**src/rtl/diff_job_sequencer.sv**
```systemverilog
// Job FIFO, ap_ctrl_hs launcher and result collector for one diff-equation solver.
// A watchdog aborts a hung solver and emits a flagged zero result.
module diff_job_sequencer #(
    parameter int DW      = 32,
    parameter int DEPTH   = 4,
    parameter int TIMEOUT = 1024
) (
    input  logic          ap_clk,
    input  logic          ap_rst,

    input  logic          job_valid,
    output logic          job_ready,
    input  logic [DW-1:0] job_x,
    input  logic [DW-1:0] job_dx,
    input  logic [DW-1:0] job_u,
    input  logic [DW-1:0] job_a,
    input  logic [DW-1:0] job_y,

    output logic          solver_start,
    output logic          solver_rst,
    input  logic          solver_done,
    input  logic          solver_ready,
    input  logic [DW-1:0] solver_return,
    output logic [DW-1:0] solver_x,
    output logic [DW-1:0] solver_dx,
    output logic [DW-1:0] solver_u,
    output logic [DW-1:0] solver_a,
    output logic [DW-1:0] solver_y,

    output logic          res_valid,
    input  logic          res_ready,
    output logic [DW-1:0] res_data,
    output logic          res_timeout,
    output logic [15:0]   jobs_done,
    output logic          busy
);

    localparam int AW = $clog2(DEPTH);
    localparam int WW = $clog2(TIMEOUT);
    localparam int EW = 5 * DW;
    localparam logic [WW-1:0] WD_LAST = WW'(TIMEOUT - 1);

    typedef enum logic [1:0] {
        S_IDLE,
        S_RUN,
        S_OUT
    } state_t;

    state_t        state;
    logic [EW-1:0] mem [DEPTH];
    logic [AW:0]   wr_ptr;
    logic [AW:0]   rd_ptr;
    logic [WW-1:0] wd;
    logic          abort_pulse;

    logic empty;
    logic full;
    logic push;
    logic pop;
    logic done_hit;
    logic wd_hit;

    assign empty = (wr_ptr == rd_ptr);
    assign full  = (wr_ptr[AW] != rd_ptr[AW]) &&
                   (wr_ptr[AW-1:0] == rd_ptr[AW-1:0]);

    assign job_ready = !full && !ap_rst;
    assign push      = job_valid && job_ready;

    assign done_hit = (state == S_RUN) && solver_done;
    assign wd_hit   = (state == S_RUN) && !solver_done && (wd == WD_LAST);
    assign pop      = done_hit || wd_hit;

    assign {solver_x, solver_dx, solver_u, solver_a, solver_y} =
        mem[rd_ptr[AW-1:0]];

    assign solver_start = (state == S_RUN);
    assign solver_rst   = ap_rst | abort_pulse;
    assign res_valid    = (state == S_OUT);
    assign busy         = !ap_rst && ((state != S_IDLE) || !empty);

    // Storage is not reset; only the pointers define occupancy.
    always_ff @(posedge ap_clk) begin
        if (push) begin
            mem[wr_ptr[AW-1:0]] <= {job_x, job_dx, job_u, job_a, job_y};
        end
    end

    always_ff @(posedge ap_clk) begin
        if (ap_rst) begin
            wr_ptr <= '0;
            rd_ptr <= '0;
        end else begin
            if (push) begin
                wr_ptr <= wr_ptr + 1'b1;
            end
            if (pop) begin
                rd_ptr <= rd_ptr + 1'b1;
            end
        end
    end

    always_ff @(posedge ap_clk) begin
        if (ap_rst) begin
            state       <= S_IDLE;
            wd          <= '0;
            abort_pulse <= 1'b0;
            res_data    <= '0;
            res_timeout <= 1'b0;
            jobs_done   <= '0;
        end else begin
            abort_pulse <= 1'b0;
            unique case (state)
                S_IDLE: begin
                    if (!empty) begin
                        state <= S_RUN;
                        wd    <= '0;
                    end
                end
                S_RUN: begin
                    // A done on the last watchdog cycle still wins.
                    if (solver_done) begin
                        res_data    <= solver_return;
                        res_timeout <= 1'b0;
                        state       <= S_OUT;
                    end else if (wd == WD_LAST) begin
                        res_data    <= '0;
                        res_timeout <= 1'b1;
                        abort_pulse <= 1'b1;
                        state       <= S_OUT;
                    end else begin
                        wd <= wd + 1'b1;
                    end
                end
                S_OUT: begin
                    if (res_ready) begin
                        jobs_done <= jobs_done + 16'd1;
                        state     <= S_IDLE;
                    end
                end
                default: state <= S_IDLE;
            endcase
        end
    end

    logic unused_ok;
    assign unused_ok = solver_ready;

endmodule
```
**config.mk**
```make
export PLATFORM = sky130hd
export DESIGN_NAME = diff_job_sequencer
export DESIGN_NICKNAME = d
export VERILOG_FILES = /design/src/rtl/diff_job_sequencer.sv
export SDC_FILE = /design/constraint.sdc
export NUM_CORES = 1
export LEC_CHECK = 0
export ABC_AREA = 1
export BUFFER_PORTS_ARGS = -buffer_cell sky130_fd_sc_hd__buf_4
export CORE_ASPECT_RATIO = 1.75
export CORE_MARGIN = 2
export CORE_UTILIZATION = 25
export CTS_BUF_LIST = sky130_fd_sc_hd__clkbuf_16
export CTS_CLUSTER_DIAMETER = 50
export DETAILED_ROUTE_END_ITERATION = 8
export PLACE_DENSITY_LB_ADDON = 0.12
export SYNTH_ARGS = -nofsm -noshare
export SYNTH_HDL_FRONTEND = slang
export SYNTH_SLANG_ARGS = --single-unit
```
**constraint.sdc**
```tcl
create_clock -name ap_clk -period 9 [get_ports ap_clk]
set_clock_uncertainty 0.2 [all_clocks]
set_input_delay 0.45 -clock ap_clk [delete_from_list [all_inputs] [get_ports ap_clk]]
set_output_delay 0.45 -clock ap_clk [all_outputs]
set_load 0.02 [all_outputs]
```
==> results.yml <==
logic_synthesis:
  syn-instance-count: 2001
  yosysWarnings: 0
  ys_seq_area_share_pct: 77.3
  synth_cell_types: 36
  ys_ff_latch: 710
  syn_area_mm2: 0.0267
  syn-num-nets: 2206
  syn_area_per_cell_um2: 13.3
finish:
  fin_util_pct: 33.5
  multi_input_area_mm2: 0.00534
  fin_nets: 2793
  drive_gt1_share_pct: 21.6
  area_delta_synth_final_pct: 33.2
  regArea_mm2: 0.0206
  final_common_cell: "edfxtp_1"
  mostFrequentLayoutCells: "edfxtp_1, buf_4, nor2_1"
  finalNonFillerCells: 4012
  nFillCells: 10502
clocking:
  cts_tree: "done"
  ctsRootBufferMaster: "clkbuf_16"
  clock_path_buffers: 3
  clk_latency_ns: 0.65
  clkTransAtPathRegs_ns: 0.06
  cts_sinks: 710
  cts_resized: 0
  h-tree-depth: 3
  cts_made_buffers: 77
setup_path:
  crit_end: "mem[1][97]"
  r2r_start: "wr_ptr[1]"
  rr_worst_depth: 8
  cp.required_ns: 9.06
  slowest_stage: "nor2_4"
  path_max_fanout: 51
  crit_path_end_kind: "register"
  crit_type: "register to register"
  path_cells: "inv_1 -> nand2_1 -> nand2_1 -> nand3_1 -> nand3_1 -> nor2_4 -> buf_4 -> buf_4"
  r2r_end: "mem[1][97]"
  crit_cells: 8
  slowest_delay_ns: 0.81
  arrival_ns: 4.26
  cp_num_buf_inv: 3
  r2r_setup_slack_ns: 4.80
  worstSetupStartpointType: "register"
  crit_family: "buffers and inverters"
  cp-startpoint: "wr_ptr[1]"
grt:
  grt_first_pass_wirelength_mm: 115
  grt_max_degree: 161
  grt_use_total_pct: 13.9
  overflow: 0
  grt_pass1_vias: 18682
  antenna_found_initial: 6
drt:
  vias_per_cell: 4.47
  route.detailed.drc: 0
  first_pass_iters: 5
  post_drt_wl_per_cell_um: 19.2
  drt_iter0_drc: 862
  wirelength_mm: 76.9
  ant_nets: 0
  vias: 17926
power:
  peakVddDrop_uv: 158
  power.leakage_nw: 12.6
  seqPwrFrac_pct: 47.0
  p_clk_share_pct: 38.1
  p_switching_mw: 2.12
  p_comb_share_pct: 15.0
  switching_share_pct: 26.6
  p_per_area_mw_per_mm2: 224
  internal-power_mw: 5.84
sta:
  setup_ws_ns: 4.80
  period_needed_ns: 4.20
  finalSetupViolCount: 0
  final_hold_viol_count: 0
  timing.slew.headroom_pct: 25.5
  maxSlewViolCount: 0
  max_freq_mhz: 238
  tightest_slew_ns: 1.12
  rsz0062_at_grt: "no"
  tns_ns: 0
  post-route-period-util_pct: 46.7
place:
  dp_slack_ns: 4.48
  dpl.hpwl_mm: 44.0
  gp_congestion: 0.694
  port_buffers: 410
  dp.cells: 3674
floorplanning:
  ios: 412
  die_area_mm2: 0.109
  chipHeight_um: 436
  rows: 158
  fp.coreArea_mm2: 0.106
  start_util_pct: 25.2
  dieWidth_um: 251
job:
  maxCapViolCount: 0
min_path:
  hold_path_class: "input pin to register"
status:
  status: "completed"
-- power by group through the flow --
stage	combinational (mW)	sequential, mW	clock [mW]
final	1.19	3.74	3.03
after global routing	1.30	3.74	3.25
after CTS	1.23	3.74	3.14
after detailed placement	1.14	3.81	0
after global placement	1.13	3.80	0
after floorplan	0.592	3.81	0
-- layer usage --
layer	vias to the layer above	global-route usage [%]	routed length, um
met2	452	25.7	39900
li1	8511	-	-
met4	2	5.14	1920
met5	-	0	12
met1	8864	15.1	30300
met3	97	3.56	4760
-- cells in the mapped netlist --
cell	instances	area, um^2
edfxtp_1	640	19200
nor2_1	366	1370
o21ai_0	332	1660
o22ai_1	160	1000
nand2_1	136	510
clkbuf_1	93	349
dfxtp_1	70	1400
inv_1	51	191
a21oi_1	49	245
nand3_1	27	135
buf_2	18	90.1
nor3_1	8	40.0
ha_1	7	87.6
buf_6	6	67.6
nand2_2	4	25.0
inv_2	3	11.3
nor2_2	3	18.8
nor2_4	3	33.8
xor2_1	3	26.3
nand3_2	2	20.0
nand3b_1	2	15.0
nand4_1	2	12.5
nor3b_1	2	15.0
o21bai_1	2	15.0
a211oi_1	1	7.51
a21oi_2	1	8.76
buf_4	1	7.51
clkbuf_8	1	13.8
clkinv_1	1	3.75
inv_4	1	6.26
nor2_8	1	20.0
nor4_1	1	6.26
o21ai_1	1	5.00
o31ai_1	1	7.51
or2_2	1	6.26
xnor2_1	1	8.76
-- sequential cells by signal (all words and copies together), names as in the netlist, named ones only --
register,flops
abort_pulse,1
jobs_done,16
res_timeout,1
state,2
wr_ptr,3
mem,640
rd_ptr,3
res_data,32
wd,10
-- worst reg2reg max path, delay by kind of cell (launching register included) --
| kind | cells | cell delay [ns] |
|---|---|---|
| buf+inv | 3 | 1.68 |
| simple gates | 5 | 1.48 |
| flops | 1 | 0.39 |
-- metrics by stage --
stage	cell area (um^2)	power, mW	hold WS [ns]
floorplan	26700	4.40	0.252
global placement	31100	4.93	0.248
detailed placement	31100	4.95	0.254
CTS	35500	8.10	0.0477
global route	35500	8.30	0.103
finish	35500	7.95	0.0984
-- how the worst min path moves through the flow --
stage                            start      endpoint  slack (ns)  cells after the start
after global placement    res_data[31]  res_data[31]        0.25                      2
after global routing            ap_rst  res_data[27]        0.10                      2
final                           ap_rst  res_data[23]         0.1                      2
after detailed placement  res_data[22]  res_data[22]        0.25                      2
after CTS                       ap_rst      state[0]        0.05                      2
after floorplan                  wd[0]         wd[0]        0.25                      1
-- logic make-up after synthesis --
group,share of synthesized area [%]
flip-flops,77.3
AND/OR/NAND/NOR,8.37
AO/OA/AOI/OAI,11.1
buffers and inverters,2.78
adder cells (fa/ha/maj),0.328
XOR/XNOR,0.131
-- final cells by class --
| type | count | share of cell area, % |
|---|---|---|
| Antenna cell | 4 | 0.0282 |
| Clock inverter | 61 | 1.32 |
| Tap cell | 1360 | 4.79 |
| Inverter | 56 | 0.627 |
| Clock buffer | 78 | 5.49 |
| Multi-Input combinational cell | 1116 | 15.0 |
| Timing Repair Buffer | 627 | 14.7 |
| Sequential cell | 710 | 58.1 |
-- timing repair --
item	4_1_cts	5_1_grt
setup buffers	0	0
endpoints found under the setup margin	0	0
hold endpoints to repair	678	0
hold buffers	195	0
Power figures use the tool's default switching activity.
